## config.mk

```make
export PLATFORM = sky130hd
export DESIGN_NAME = mem_stage_ctrl
export DESIGN_NICKNAME = d
export VERILOG_FILES = /design/src/rtl/mem_stage_pkg.sv /design/src/rtl/mem_stage_ctrl.sv
export SDC_FILE = /design/constraint.sdc
export NUM_CORES = 1
export LEC_CHECK = 0
export CORE_AREA = 2 2 100 150
export DETAILED_ROUTE_END_ITERATION = 12
export DIE_AREA = 0 0 102 152
export HOLD_SLACK_MARGIN = 0.02
export PLACE_DENSITY_LB_ADDON = 0.15
export RECOVER_POWER = 100
export SLEW_MARGIN = 20
export SYNTH_ARGS = -nofsm -noshare
export SYNTH_HDL_FRONTEND = slang
export SYNTH_SLANG_ARGS = --single-unit
```

## constraint.sdc

```tcl
create_clock -name clk -period 1.4 [get_ports clk]
set_input_delay 0.28 -clock clk [delete_from_list [all_inputs] [get_ports clk]]
set_output_delay 0.28 -clock clk [all_outputs]
set_load 0.02 [all_outputs]
```

## src/rtl/mem_stage_pkg.sv

```systemverilog
// Shared types and default widths for the MEM-stage bus controller.
package mem_stage_pkg;

    localparam int DATA_W_DEFAULT = 32;
    localparam int REG_W_DEFAULT  = 5;

    typedef enum logic {
        IDLE = 1'b0,
        BUSY = 1'b1
    } state_t;

endpackage

```

## src/rtl/mem_stage_ctrl.sv

```systemverilog
// MEM pipeline stage: issues one bus access per load/store and stalls EX/MEM until ack.
// Optional feature: define MEM_ALIGN_CHECK_EN to trap word-misaligned accesses.
module mem_stage_ctrl
    import mem_stage_pkg::*;
#(
    parameter int DATA_W = DATA_W_DEFAULT,
    parameter int REG_W  = REG_W_DEFAULT
) (
    input  logic              clk,
    input  logic              reset,
    input  logic [DATA_W-1:0] alu_result_in,
    input  logic [DATA_W-1:0] write_data_in,
    input  logic [REG_W-1:0]  write_register_in,
    input  logic              mem_read_in,
    input  logic              mem_write_in,
    input  logic              mem_to_reg_in,
    input  logic              reg_write_in,
    output logic              mem_req,
    output logic              mem_we,
    output logic [DATA_W-1:0] mem_addr,
    output logic [DATA_W-1:0] mem_wdata,
    input  logic              mem_ack,
    input  logic [DATA_W-1:0] mem_rdata,
    output logic [DATA_W-1:0] read_data_out,
    output logic [DATA_W-1:0] alu_result_out,
    output logic [REG_W-1:0]  write_register_out,
    output logic              mem_to_reg_out,
    output logic              reg_write_out,
    output logic              stall_out,
    output logic              misalign_out
);

    state_t              state_q, state_d;
    logic                mem_op, misaligned, accept, complete, stall;
    logic                we_q, mem_to_reg_q, reg_write_q;
    logic [REG_W-1:0]    wreg_q;

    assign mem_op = mem_read_in | mem_write_in;

`ifdef MEM_ALIGN_CHECK_EN
    assign misaligned = mem_op & (alu_result_in[1:0] != 2'b00);
`else
    assign misaligned = 1'b0;
`endif

    assign accept = mem_op & ~misaligned;

    // NOTE: every signal written here gets a default first so no latch is inferred.
    always_comb begin
        state_d  = state_q;
        stall    = 1'b0;
        complete = 1'b0;
        case (state_q)
            IDLE: begin
                if (accept) begin
                    stall   = 1'b1;
                    state_d = BUSY;
                end
            end
            BUSY: begin
                stall = ~mem_ack;
                if (mem_ack) begin
                    complete = 1'b1;
                    state_d  = IDLE;
                end
            end
            default: state_d = IDLE;
        endcase
        // Reset overrides everything so the stall line is quiet while reset is held.
        if (!reset) begin
            state_d  = IDLE;
            stall    = 1'b0;
            complete = 1'b0;
        end
    end

    // NOTE: sequential state uses non-blocking assignments so all registers update together.
    always_ff @(posedge clk) begin
        if (!reset) state_q <= IDLE;
        else        state_q <= state_d;
    end

    assign mem_req   = (state_q == BUSY);
    assign mem_we    = (state_q == BUSY) & we_q;
    assign stall_out = stall;

    always_ff @(posedge clk) begin
        if (!reset) begin
            mem_addr           <= '0;
            mem_wdata          <= '0;
            we_q               <= 1'b0;
            wreg_q             <= '0;
            mem_to_reg_q       <= 1'b0;
            reg_write_q        <= 1'b0;
            read_data_out      <= '0;
            alu_result_out     <= '0;
            write_register_out <= '0;
            mem_to_reg_out     <= 1'b0;
            reg_write_out      <= 1'b0;
        end else begin
            if (state_q == IDLE && accept) begin
                mem_addr     <= alu_result_in;
                mem_wdata    <= write_data_in;
                we_q         <= mem_write_in & ~mem_read_in;  // read wins on conflict
                wreg_q       <= write_register_in;
                mem_to_reg_q <= mem_to_reg_in;
                reg_write_q  <= reg_write_in;
            end

            if (stall) begin
                reg_write_out  <= 1'b0;
                mem_to_reg_out <= 1'b0;
            end else if (complete) begin
                alu_result_out     <= mem_addr;
                write_register_out <= wreg_q;
                mem_to_reg_out     <= mem_to_reg_q;
                reg_write_out      <= reg_write_q;
                read_data_out      <= we_q ? '0 : mem_rdata;
            end else begin
                alu_result_out     <= alu_result_in;
                write_register_out <= write_register_in;
                mem_to_reg_out     <= mem_to_reg_in & ~misaligned;
                reg_write_out      <= reg_write_in & ~misaligned;
                read_data_out      <= '0;
            end
        end
    end

`ifdef MEM_ALIGN_CHECK_EN
    always_ff @(posedge clk) begin
        if (!reset) misalign_out <= 1'b0;
        else        misalign_out <= (state_q == IDLE) & misaligned;
    end
`else
    assign misalign_out = 1'b0;
`endif

endmodule

```

==> results of run 1 <==
==> registers in the layout, summed over array words and instances (netlist names), 5 cells and up <==
signal	flops
read_data_out	32
alu_result_out	32
mem_wdata	32
write_register_out	5
wreg_q	5
mem_addr	32
==> per-stage QoR <==
| step | cell area [um2] | cells | power, mW |
|---|---|---|---|
| floorplan | 5030 | 525 | 5.37 |
| global placement | 7830 | 950 | 6.39 |
| detailed placement | 7830 | 950 | 6.43 |
| CTS | 8350 | 985 | 10.5 |
| global route | 8860 | 1003 | 11.1 |
| finish | 8860 | 1003 | 10.7 |
==> worst register-to-register path, delay by kind of cell (launching register included) <==
kind            cells  cell delay [ns]
buf+inv             5             0.70
compound gates      2             0.42
flops               1             0.37
simple gates        1             0.06
==> synthesized netlist by cell type <==
cell type / count
inv_1: 2
and2_2: 1
nor2_1: 2
o21bai_1: 1
buf_6: 4
a22o_1: 69
nand2_1: 143
buf_2: 13
buf_4: 1
and3_2: 1
clkbuf_1: 25
a211oi_1: 1
o21ba_2: 1
nor3_2: 2
dfxtp_1: 144
a21oi_1: 72
nor4b_4: 1
nor3b_2: 1
nor3b_1: 1
a21o_1: 37
conb_1: 1
a32oi_1: 2
==> layout make-up <==
| type | instances | area, um2 | area share, % |
|---|---|---|---|
| repair buffers | 295 | 2980 | 33.7 |
| flip-flops and latches | 144 | 2890 | 32.6 |
| multi-input cells | 336 | 2180 | 24.6 |
| clock buffers | 24 | 492 | 5.55 |
| well taps | 196 | 245 | 2.77 |
| clock inverters | 6 | 57.6 | 0.650 |
| inverters | 2 | 7.51 | 0.0848 |
==> where the power goes <==
part	leakage, nW	switching (mW)	internal [mW]
logic	2.54	1.01	0.978
clock network	0.272	1.62	2.60
registers	1.18	0.152	4.35
total	4.00	2.78	7.93
==> logic make-up (layout without fill, tap and decap cells) <==
family / count (synthesis) / count (layout) / share of synthesized area, %
other: 1 / 1 / 0.0748
buffers and inverters: 45 / 327 / 4.37
flip-flops: 144 / 144 / 57.5
AO/OA/AOI/OAI: 183 / 183 / 25.6
AND/OR/NAND/NOR: 152 / 152 / 12.4
==> metal layers <==
metal / GRT usage [%] / wire [um] / up-vias
met1: 19.2 / 6290 / 2376
met2: 36.1 / 9240 / 194
met4: 7.37 / 382 / 2
met3: 9.11 / 1430 / 28
li1: - / - / 2361
met5: 0 / 17 / -
==> cells in the final DEF (no fill, tap or decap), types with 13 or more instances in the layout <==
master and count:
a22o_1 69, clkdlybuf4s15_2 15, a21o_1 37, buf_12 13, dfxtp_1 142, a21oi_1 33, clkbuf_2 31, nand2_2 15
clkbuf_16 25, buf_4 22, clkdlybuf4s50_1 103, nand2_1 122, a21oi_2 39, clkdlybuf4s15_1 58, dlygate4sd2_1 34
==> worst paths after layout <==
| check | endpoint | slack (ns) |
|---|---|---|
| worst max-delay path | mem_addr[13] | -0.21 |
| worst min-delay path | reg_write_out | 0.40 |
| worst max register to register | mem_addr[13] | -0.21 |
| worst min register to register | alu_result_out[14] | 0.45 |
==> timing repair <==
action | in CTS | in global routing
setup endpoints to repair | 148 | 186
pin swaps | 2 | 16
buffers inserted | 5 | 7
resized for setup | 221 | 174
gates cloned | 0 | 11
==> results.tsv, run 1 <==
metric	value	unit
clk_latency	0.42	ns
syn-cell-area	5010	um2
worst_slack	-0.214	ns
drive_above_1_share	24.5	%
drv_slew	0	
wl_per_cell	17.3	um
path_clk_slew	0.06	ns
synth-warning-count	0	
routed_wl	17.4	mm
synth_seq_area_share	57.5	%
min_path_type	in -> reg	
gp_congestion	0.807	
whs	0.399	ns
drc	0	
numCtsBuffers	17	
postCtsHoldBufs	0	
cts-root-buf	clkbuf_16	
start_util	35.0	%
cts_sinks	144	
startpoint_type	flip-flop	
tritoncts	yes	
reg2reg_depth	8	
grt_overflow	0	
slowest_delay	0.37	ns
timing.fmax	620	MHz
antenna_found_initial	1	
area_delta_synth_final	76.6	%
rows	54	
post-route-util	61.8	%
viasPerCell	4.95	
path_cells	buf_4, buf_4, buf_4, o21ba_4, buf_12, clkbuf_16, nand2_1, a21oi_1	
crit_buf_inv	5	
path_class	reg -> reg	
peakVddDrop	0.689	mV
period_needed	1.61	ns
synthCells	525	
crit_arrival	1.95	ns
critPathTopFamily	buffers and inverters	
synth_top_area_share	57.5	%
antennaDiodeCount	0	
grt_util_all_layers	19.9	%
drv_cap	0	
critPathSlowestCell	dfxtp_4	
powerDensity	1210	nW/um2
nets	904	
first_pass_iters	5	
ys_seq_elements	144	
synth_cell_types	22	
io_buffers	245	
fin_crit_sh	115	%
syn_area_per_cell	9.55	um2
min_from	mem_ack	
ant_nets	0	
critical_path_depth	8	
grt_max_degree	59	
die_w	102	um
p_leak	4.00	nW
dp_hpwl	11.2	mm
grt_pass1_vias	4916	
skew	0.00578	ns
num_vias	4961	
grt_pass1_wl	24.1	mm
synth_area_leader_cell	dfxtp_1	
endpoint_kind	flip-flop	
fin_tns_setup	-10.87	ns
min_path_cells	3	
die_h	152	um
crit_top_cell	buf_4	
rsz0062_at_grt	yes	
core_area	14300	um2
hold_viol_final	0	
pin_count	247	
r2r-start	mem_req	
htree_levels	4	
status	complete, but fails checks	
place_ws	-0.466	ns
crit_fanout	7	
setup_violations	102	
violations	setup timing	
cp.required	1.74	ns
drt-initial-drc-count	192	
dieArea	15500	um2
synthTopCellsByArea	dfxtp_1, a22o_1, nand2_1	
synth_nets	633	
cts_buffer_depth	2	
worstSetupStartpoint	mem_req	
nFillCells	1257	
Note: power is estimated with default switching activity, not from simulation.
==> run 2, diff against run 1 <==
--- a/config.mk
+++ b/config.mk
@@ -6,6 +6,7 @@
 export NUM_CORES = 1
 export LEC_CHECK = 0
 export CORE_AREA = 2 2 100 150
+export CTS_CLUSTER_SIZE = 40
 export DETAILED_ROUTE_END_ITERATION = 12
 export DIE_AREA = 0 0 102 152
 export HOLD_SLACK_MARGIN = 0.02
==> results of run 2 <==
The final DEF is identical to that of run 1; final timing and power are the same.
